--- config.mk ---
export PLATFORM = sky130hd
export DESIGN_NAME = id_ex_stage_flat
export DESIGN_NICKNAME = d
export VERILOG_FILES = /design/src/rtl/id_ex_stage_if.sv /design/src/rtl/id_ex_stage.sv /design/src/flat_wrapper.sv
export SDC_FILE = /design/constraint.sdc
export NUM_CORES = 1
export LEC_CHECK = 0
export BUFFER_PORTS_ARGS = -buffer_cell sky130_fd_sc_hd__buf_4
export CAP_MARGIN = 20
export CORE_MARGIN = 2
export CORE_UTILIZATION = 43
export DETAILED_ROUTE_END_ITERATION = 8
export GPL_TIMING_DRIVEN = 1
export PLACE_DENSITY = 0.76
export SETUP_SLACK_MARGIN = 0.5
export SLEW_MARGIN = 20
export SYNTH_ARGS = -nofsm -noshare
export SYNTH_HDL_FRONTEND = slang
export SYNTH_SLANG_ARGS = --single-unit
--- constraint.sdc ---
create_clock -name clk -period 2.2 [get_ports clk]
set_input_delay 0.33 -clock clk [delete_from_list [all_inputs] [get_ports clk]]
set_output_delay 0.33 -clock clk [all_outputs]
set_load 0.01 [all_outputs]
--- src/rtl/id_ex_stage_if.sv ---
// id_ex_stage_if: ID-side inputs, EX-side registered outputs and hazard status of the ID/EX register
interface id_ex_stage_if #(parameter int bits = 32, parameter int cntBits = 16);
  logic id_valid;
  logic [bits-1:0] id_readData1, id_readData2, id_imm;
  logic [4:0] id_rs, id_rt, id_rd;
  logic id_usesRt;
  logic id_regWrite, id_memToReg, id_memRead, id_memWrite, id_aluSrc, id_regDst;
  logic [1:0] id_aluOp;
  logic flush;
  logic stall;
  logic ex_valid;
  logic [bits-1:0] ex_readData1, ex_readData2, ex_imm;
  logic [4:0] ex_rs, ex_rt, ex_rd;
  logic ex_regWrite, ex_memToReg, ex_memRead, ex_memWrite, ex_aluSrc, ex_regDst;
  logic [1:0] ex_aluOp;
  logic [cntBits-1:0] bubble_count;
  modport master (
    output id_valid, id_readData1, id_readData2, id_imm, id_rs, id_rt, id_rd, id_usesRt,
           id_regWrite, id_memToReg, id_memRead, id_memWrite, id_aluSrc, id_regDst, id_aluOp, flush,
    input  stall, ex_valid, ex_readData1, ex_readData2, ex_imm, ex_rs, ex_rt, ex_rd,
           ex_regWrite, ex_memToReg, ex_memRead, ex_memWrite, ex_aluSrc, ex_regDst, ex_aluOp, bubble_count
  );
  modport slave (
    input  id_valid, id_readData1, id_readData2, id_imm, id_rs, id_rt, id_rd, id_usesRt,
           id_regWrite, id_memToReg, id_memRead, id_memWrite, id_aluSrc, id_regDst, id_aluOp, flush,
    output stall, ex_valid, ex_readData1, ex_readData2, ex_imm, ex_rs, ex_rt, ex_rd,
           ex_regWrite, ex_memToReg, ex_memRead, ex_memWrite, ex_aluSrc, ex_regDst, ex_aluOp, bubble_count
  );
endinterface

--- src/rtl/id_ex_stage.sv ---
// id_ex_stage: ID/EX pipeline register with load-use stall, flush bubbles and saturating bubble counter
module id_ex_stage #(parameter int bits = 32, parameter int cntBits = 16) (
  input logic clk,
  input logic reset,
  id_ex_stage_if.slave b
);
  logic bubble;
  // Only registered EX state and live ID inputs feed stall, so flush never loops back into it
  assign b.stall = b.ex_valid & b.ex_memRead & b.id_valid & (b.ex_rt != 5'd0) &
                   ((b.ex_rt == b.id_rs) | (b.id_usesRt & (b.ex_rt == b.id_rt)));
  assign bubble = b.flush | b.stall;
  always_ff @(posedge clk) begin
    if (reset | bubble) begin
      b.ex_valid     <= 1'b0;
      b.ex_readData1 <= {bits{1'b0}};
      b.ex_readData2 <= {bits{1'b0}};
      b.ex_imm       <= {bits{1'b0}};
      b.ex_rs        <= 5'd0;
      b.ex_rt        <= 5'd0;
      b.ex_rd        <= 5'd0;
      b.ex_regWrite  <= 1'b0;
      b.ex_memToReg  <= 1'b0;
      b.ex_memRead   <= 1'b0;
      b.ex_memWrite  <= 1'b0;
      b.ex_aluSrc    <= 1'b0;
      b.ex_regDst    <= 1'b0;
      b.ex_aluOp     <= 2'd0;
    end else begin
      b.ex_valid     <= b.id_valid;
      b.ex_readData1 <= b.id_readData1;
      b.ex_readData2 <= b.id_readData2;
      b.ex_imm       <= b.id_imm;
      b.ex_rs        <= b.id_rs;
      b.ex_rt        <= b.id_rt;
      b.ex_rd        <= b.id_rd;
      b.ex_regWrite  <= b.id_regWrite;
      b.ex_memToReg  <= b.id_memToReg;
      b.ex_memRead   <= b.id_memRead;
      b.ex_memWrite  <= b.id_memWrite;
      b.ex_aluSrc    <= b.id_aluSrc;
      b.ex_regDst    <= b.id_regDst;
      b.ex_aluOp     <= b.id_aluOp;
    end
  end
  always_ff @(posedge clk) begin
    if (reset) b.bubble_count <= {cntBits{1'b0}};
    else if (bubble && b.bubble_count != {cntBits{1'b1}}) b.bubble_count <= b.bubble_count + 1'b1;
  end
endmodule

--- src/flat_wrapper.sv ---
// flat-port wrapper written by rule: the top's interface ports become plain ports
module id_ex_stage_flat 
#(parameter int bits = 32, parameter int cntBits = 16)
  (clk, reset, b_id_valid, b_id_readData1, b_id_readData2, b_id_imm, b_id_rs, b_id_rt, b_id_rd, b_id_usesRt, b_id_regWrite, b_id_memToReg, b_id_memRead, b_id_memWrite, b_id_aluSrc, b_id_regDst, b_id_aluOp, b_flush, b_stall, b_ex_valid, b_ex_readData1, b_ex_readData2, b_ex_imm, b_ex_rs, b_ex_rt, b_ex_rd, b_ex_regWrite, b_ex_memToReg, b_ex_memRead, b_ex_memWrite, b_ex_aluSrc, b_ex_regDst, b_ex_aluOp, b_bubble_count);
  id_ex_stage_if #(.bits(bits), .cntBits(cntBits)) b_i ();
  input logic clk;
  input logic reset;
  input wire logic [$bits(b_i.id_valid)-1:0] b_id_valid;
  input wire logic [$bits(b_i.id_readData1)-1:0] b_id_readData1;
  input wire logic [$bits(b_i.id_readData2)-1:0] b_id_readData2;
  input wire logic [$bits(b_i.id_imm)-1:0] b_id_imm;
  input wire logic [$bits(b_i.id_rs)-1:0] b_id_rs;
  input wire logic [$bits(b_i.id_rt)-1:0] b_id_rt;
  input wire logic [$bits(b_i.id_rd)-1:0] b_id_rd;
  input wire logic [$bits(b_i.id_usesRt)-1:0] b_id_usesRt;
  input wire logic [$bits(b_i.id_regWrite)-1:0] b_id_regWrite;
  input wire logic [$bits(b_i.id_memToReg)-1:0] b_id_memToReg;
  input wire logic [$bits(b_i.id_memRead)-1:0] b_id_memRead;
  input wire logic [$bits(b_i.id_memWrite)-1:0] b_id_memWrite;
  input wire logic [$bits(b_i.id_aluSrc)-1:0] b_id_aluSrc;
  input wire logic [$bits(b_i.id_regDst)-1:0] b_id_regDst;
  input wire logic [$bits(b_i.id_aluOp)-1:0] b_id_aluOp;
  input wire logic [$bits(b_i.flush)-1:0] b_flush;
  output wire logic [$bits(b_i.stall)-1:0] b_stall;
  output wire logic [$bits(b_i.ex_valid)-1:0] b_ex_valid;
  output wire logic [$bits(b_i.ex_readData1)-1:0] b_ex_readData1;
  output wire logic [$bits(b_i.ex_readData2)-1:0] b_ex_readData2;
  output wire logic [$bits(b_i.ex_imm)-1:0] b_ex_imm;
  output wire logic [$bits(b_i.ex_rs)-1:0] b_ex_rs;
  output wire logic [$bits(b_i.ex_rt)-1:0] b_ex_rt;
  output wire logic [$bits(b_i.ex_rd)-1:0] b_ex_rd;
  output wire logic [$bits(b_i.ex_regWrite)-1:0] b_ex_regWrite;
  output wire logic [$bits(b_i.ex_memToReg)-1:0] b_ex_memToReg;
  output wire logic [$bits(b_i.ex_memRead)-1:0] b_ex_memRead;
  output wire logic [$bits(b_i.ex_memWrite)-1:0] b_ex_memWrite;
  output wire logic [$bits(b_i.ex_aluSrc)-1:0] b_ex_aluSrc;
  output wire logic [$bits(b_i.ex_regDst)-1:0] b_ex_regDst;
  output wire logic [$bits(b_i.ex_aluOp)-1:0] b_ex_aluOp;
  output wire logic [$bits(b_i.bubble_count)-1:0] b_bubble_count;
  assign b_i.id_valid = b_id_valid;
  assign b_i.id_readData1 = b_id_readData1;
  assign b_i.id_readData2 = b_id_readData2;
  assign b_i.id_imm = b_id_imm;
  assign b_i.id_rs = b_id_rs;
  assign b_i.id_rt = b_id_rt;
  assign b_i.id_rd = b_id_rd;
  assign b_i.id_usesRt = b_id_usesRt;
  assign b_i.id_regWrite = b_id_regWrite;
  assign b_i.id_memToReg = b_id_memToReg;
  assign b_i.id_memRead = b_id_memRead;
  assign b_i.id_memWrite = b_id_memWrite;
  assign b_i.id_aluSrc = b_id_aluSrc;
  assign b_i.id_regDst = b_id_regDst;
  assign b_i.id_aluOp = b_id_aluOp;
  assign b_i.flush = b_flush;
  assign b_stall = b_i.stall;
  assign b_ex_valid = b_i.ex_valid;
  assign b_ex_readData1 = b_i.ex_readData1;
  assign b_ex_readData2 = b_i.ex_readData2;
  assign b_ex_imm = b_i.ex_imm;
  assign b_ex_rs = b_i.ex_rs;
  assign b_ex_rt = b_i.ex_rt;
  assign b_ex_rd = b_i.ex_rd;
  assign b_ex_regWrite = b_i.ex_regWrite;
  assign b_ex_memToReg = b_i.ex_memToReg;
  assign b_ex_memRead = b_i.ex_memRead;
  assign b_ex_memWrite = b_i.ex_memWrite;
  assign b_ex_aluSrc = b_i.ex_aluSrc;
  assign b_ex_regDst = b_i.ex_regDst;
  assign b_ex_aluOp = b_i.ex_aluOp;
  assign b_bubble_count = b_i.bubble_count;
  id_ex_stage #(.bits(bits), .cntBits(cntBits)) u_core (.clk(clk), .reset(reset), .b(b_i));
endmodule
# --- After elaboration in Yosys (flattened, before gate mapping) ---
# Cells that the tools add are included.
# Widths: inputs -> output; s select.
classes:
  n_reduce_logical: 2
  shifts: 0
  n_eq_ne: 3
  n_lt_le_gt_ge: 0
  n_mux: 0
  div: 0
  multipliers: 0
  n_addsub: 1
  n_bitwise: 8
op_table:
  columns: ["cell", "count"]
  rows:
  - ["$add 16x1->16 const B", 1]
  - ["$ne 16x16->1 const B", 1]
  - ["$eq 5x5->1", 2]
  - ["$and 1x1->1", 5]
  - ["$reduce_bool 5->1", 1]
  - ["$or 1x1->1", 3]
  - ["$logic_and 1x1->1", 1]
totals:
  inputBits: 124
  memories: 0
  reg_bits: 136
  out_inout_bits: 137
  mem_bits_ro: 0
  latchBits: 0
  mem_bits_rw: 0

# --- Longest topological paths before layout ---
depth:
  ltp_word: 6
  depth_mapped: 8
  mapped_depth_nobuf: 7

# --- Worst setup path before layout ---
# Ideal clock, no wire load.
synth_path:
  path_type: "reg2reg"
  start: "reg u_core.b.bubble_count[0] (netlist bit)"
  end: "reg u_core.b.bubble_count[9] (netlist bit)"
  n_path_buf: 1
  stages_incl_launch_ff: 9
  t_required_ps: 2079
  setup_slack_ps: 176
  period_less_slack_ps: 2024
  arrival_time_ps: 1902
  setup_ps: 121
  cell_sequence: "dfxtp_1 -> ha_1 -> nand4_1 -> or4_4 -> nand2_1 -> o21ai_2 -> buf_6 -> nand3_1 -> mux2_4"
synth_between:
  elab_chain_cells: 2
synth_rtl:
  columns: ["item", "line_no", "rtl"]
  rows:
  - ["start, declared", "id_ex_stage_if.sv:27", "ex_regWrite, ex_memToReg, ex_memRead, ex_memWrite, ex_aluSrc, ex_regDst, ex_aluOp, bubble_count"]
  - ["start signal, assigned", "id_ex_stage.sv:46", "if (reset) b.bubble_count <= {cntBits{1'b0}};"]
  - ["start signal, assigned", "id_ex_stage.sv:47", "else if (bubble && b.bubble_count != {cntBits{1'b1}}) b.bubble_count <= b.bubble_count + 1'b1;"]
  - ["parallel branches: the longest is 2 deep, another holds $add 16x1->16", null, null]
# Several ways; the timed one is not identified.
# A chain may end at the register's enable or synchronous reset.

# --- Worst setup path in the final report ---
layout_path:
  start: "reg u_core.b.ex_rt[0]"
  end: "out b_stall"
layout_between:
  elab_chain_cells: 4
layout_rtl:
  columns: ["item", "line_no", "rtl"]
  rows:
  - ["start, declared", "id_ex_stage_if.sv:26", "output stall, ex_valid, ex_readData1, ex_readData2, ex_imm, ex_rs, ex_rt, ex_rd,"]
  - ["start signal, assigned", "id_ex_stage.sv:34", "b.ex_rt <= b.id_rt;"]
  - ["$eq 5x5->1", "id_ex_stage.sv:10", "((b.ex_rt == b.id_rs) | (b.id_usesRt & (b.ex_rt == b.id_rt)));"]
  - ["$and 1x1->1", "id_ex_stage.sv:10", null]
  - ["$or 1x1->1", "id_ex_stage.sv:10", null]
  - ["$and 1x1->1 (*)", "id_ex_stage.sv:9", "assign b.stall = b.ex_valid & b.ex_memRead & b.id_valid & (b.ex_rt != 5'd0) &"]
  - ["end, declared", "flat_wrapper.sv:24", "output wire logic [$bits(b_i.stall)-1:0] b_stall;"]
# Mark *: on every way between the ends. The rest lies on a longest branch, timed or not.

==> results.md <==
- Layout cells sized above 1: 0.5341
- Hold Path Stages: 2
- Slew HR: 0.6751
- RSZ-0062 raised after global routing: yes
- VDD IR-drop max: about 0.4 mV
- Met3 routed WL: roughly 850 um
- Register area share after synthesis: 0.6136
- Crit Path Max Fanout: 4
- Die ar.: 0.01115 sq mm
- Mux share of post-synthesis cell area: 0.02341
- Synthesis-to-layout area growth: 71.86%
- Metal-1 WL: 5280 um
- Routed len/inst: ~16 um
- Slew @ Worst Pin: 0.4873 ns
- Ys async rst share: 0
- Final Skew: between 0.009 and 0.01 ns
- Synth top area share: 0.6136
- Number of diodes: 0
- Vias in the first global route: 3585
- Largest net degree at the start of global routing: 28
- Met2 WL: 6955 um
- Total GRT Usage: 0.2334
- Critical path's slowest cell: or4_4
- CTS tree: built
- Top layer in use: met4
- Syn nets: 500
- Min Tclk post-route: 2.185 ns
- Vias per cell: roughly 4.5
- Hold Startpoint: b_id_readData2[17]
- Worst Path Arrival: 1.86 ns
- Peak Freq: 457.6 MHz
- Num CTS Buffers: 17
- Final ANT Viol Nets: 0
- Via Count: 3751
- First-pass GRT wire length: slightly below 20000 um
- Critical path cell sequence: or4_4 -> o2111ai_4 -> nor2_2 -> buf_4
- Tcrit/Tclk final: 0.9932
- Core area: approximately 0.01 sq mm
- Initial antenna violation count: 0
- Initial Util: 0.4356
- Clk buf depth: 2
- Drt total wl: ~13000 um
- DRC: 0
- Ports: ~260
- Critical path type: reg2out
- Reg2reg setup slack: 0.02 ns
- Largest family of logic cells by synthesized area: simple AND/OR/NAND/NOR gates
- Final setup fails: 0
- Worst-Skew Late Latency: 0.50 ns
- Synth unique cells: 45
- Dpl hpwl: 8702 um
- Leak Pwr: 3.643 nW
- Clk sinks: 136
- Simple-Gate Fraction of Synth Area: 0.2482
- Final hold vios: 0
- Power Density: just under 800 mW/mm^2
- CP peak stage delay: about 0.56 ns
- Hold Crit Class: in2reg
- Number of DRC markers in iteration 0: about 130
- Critical Path End Type: primary output
- Hold Path End: u_core.b.ex_readData2[17]
- Routability cong.: 0.7745
- Post-Synth XOR/XNOR Area: 0.02171
- Status: completed
- Total grt overflow: 0
- Crit Reg-Reg Startpoint: u_core.b.ex_rt[3]
- Post-Layout Cell Count: 825
- Yosys warning count: 0
- Row count: 37
- Adder-cell area share of the yosys netlist: 0.002820
- Path length in cells of the critical path: 4
- Setup TNS: 0 ns
- Max-cap violations: 0
- Hold Worst Slack: around 0.024 ns
- Dominant synthesized flop cell: dfxtp_1
- CTS H-Tree Depth: 4
- #FFs+latches synth: between 100 and 150
- Worst R2R End: u_core.b.ex_imm[8]
- Compound-Gate Fraction of Synth Area: 0.04117
- Clock root buffer: clkbuf_8
- Placed cells: 760
- Area leader, netlist: dfxtp_1
- Fin. max-slew vios: 0
- DR pass1 iterations: 4
- Die Y: 105.6 um
- EDFF count, synth: 0
- Buffers and inverters on the worst path: 1
- CP top delay family: simple AND/OR/NAND/NOR gates
- Chip Width: 105.6 um
- Worst-path clk slew: 0.07 ns
- Pre-CTS WS: -0.01918 ns
- Mapped Cells: 375
- I/O Buffers: 260
- Synthesized area per cell: 11.83 sq um
- CP startpoint kind: register
- Reg2Reg Depth: 10
- Nets@finish: 801
- Post-route setup slack: 0.01490 ns
- Leading post-synthesis cells by cell area: dfxtp_1 61%, and2_1 17%, buf_8 3.7%, xor2_1 1.8%, nor2_1 1.6%
- Cell area after synthesis: 0.004437 sq mm
- Req. time, crit path: 1.87 ns
## cell usage in the layout, fill, tap and decap left out, types with 3 or more instances in the layout
cell type	instances
nand2_1	5
clkinvlp_4	4
dlygate4sd3_1	10
dfxtp_4	3
mux2_4	4
xor2_2	3
nor2_1	18
dfxtp_2	8
clkbuf_8	3
xor2_1	6
inv_1	4
nor2b_1	6
clkbuf_16	17
buf_6	9
dfxtp_1	125
mux2_2	3
a21oi_1	4
nand4_1	6
nand3_1	5
buf_12	4
and2_1	118
buf_16	3
inv_6	4
buf_4	270
## per-stage QoR
step           utilization  area (sq um)  total power, mW
6_report            0.7486          7625            5.976
5_1_grt             0.7486          7625            6.192
4_1_cts             0.7337          7472            5.990
3_5_place_dp        0.6338          6455            3.164
3_3_place_gp        0.6338          6455            3.153
2_1_floorplan            -          4466            2.851
## worst max-delay path by stage
stage / from / endpoint / slack, ns
after floorplan: u_core.b.ex_rt[0] / u_core.b.bubble_count[7] / 0.29
after global placement: b_id_rt[3] / u_core.b.bubble_count[7] / 0.07
after detailed placement: b_id_rt[3] / u_core.b.bubble_count[7] / -0.02
after CTS: u_core.b.ex_rt[0] / b_stall / 0.002
after global routing: u_core.b.ex_rt[3] / u_core.b.ex_imm[8] / -0.06
final: u_core.b.ex_rt[0] / b_stall / 0.01
## Yosys cell counts, types with 2 or more instances
cell and instances:
xnor2_1 2, dfxtp_1 136, a21oi_1 4, nand2_1 5, nor2b_1 6, and2_1 120
mux2_2 3, inv_1 4, buf_8 11, xor2_1 9, clkbuf_1 2, a31o_2 2
nand3_1 5, and3_1 2, nor2_1 19, nand4_2 2, nand2b_1 2, o21ba_2 2
nand4_1 6, mux2_4 4, nor3_1 4, clkbuf_2 2
## per-layer routing
metal,up-vias,global-route usage
li1,1812,-
met1,1738,0.2696
met2,174,0.4065
met3,27,0.06617
met4,0,0.09398
met5,-,0
## flip-flops by register name (all words and copies together) (netlist names), 2 cells and up
name	count
u_core.b.ex_readData2	32
u_core.b.ex_imm	32
u_core.b.bubble_count	16
u_core.b.ex_aluOp	2
u_core.b.ex_rt	5
u_core.b.ex_rd	5
u_core.b.ex_rs	5
u_core.b.ex_readData1	32
## where the power goes
group          total, mW  leakage (nW)  internal (mW)  switching (mW)
Combinational      0.618          2.24          0.392           0.226
Clock               2.76         0.278           1.68            1.08
Sequential          2.60          1.12           2.55          0.0406
## timing repair
action,in CTS,in global routing
buffers inserted,12,5
hold endpoints to repair,6,4
hold buffers,6,4
resized for setup,23,11
pin swaps,8,9
endpoints found under the setup margin,136,137
cloned,5,1
## final cells by class
class / count / area (sq um)
fill: 719 / 2560
multi-input combinational: 218 / 1629
sequential: 136 / 2744
timing repair buffer: 299 / 2481
inverter: 4 / 15.01
tap: 136 / 170.2
clock inverter: 13 / 143.9
clock buffer: 19 / 441.7
## kinds of logic after synthesis
logic type,after synthesis
XOR/XNOR,11
flip-flops,136
AO/OA/AOI/OAI,18
multiplexers,8
buffers and inverters,21
adder cells (fa/ha/maj),1
AND/OR/NAND/NOR,180
No activity file was read; power rests on OpenSTA's default activity.
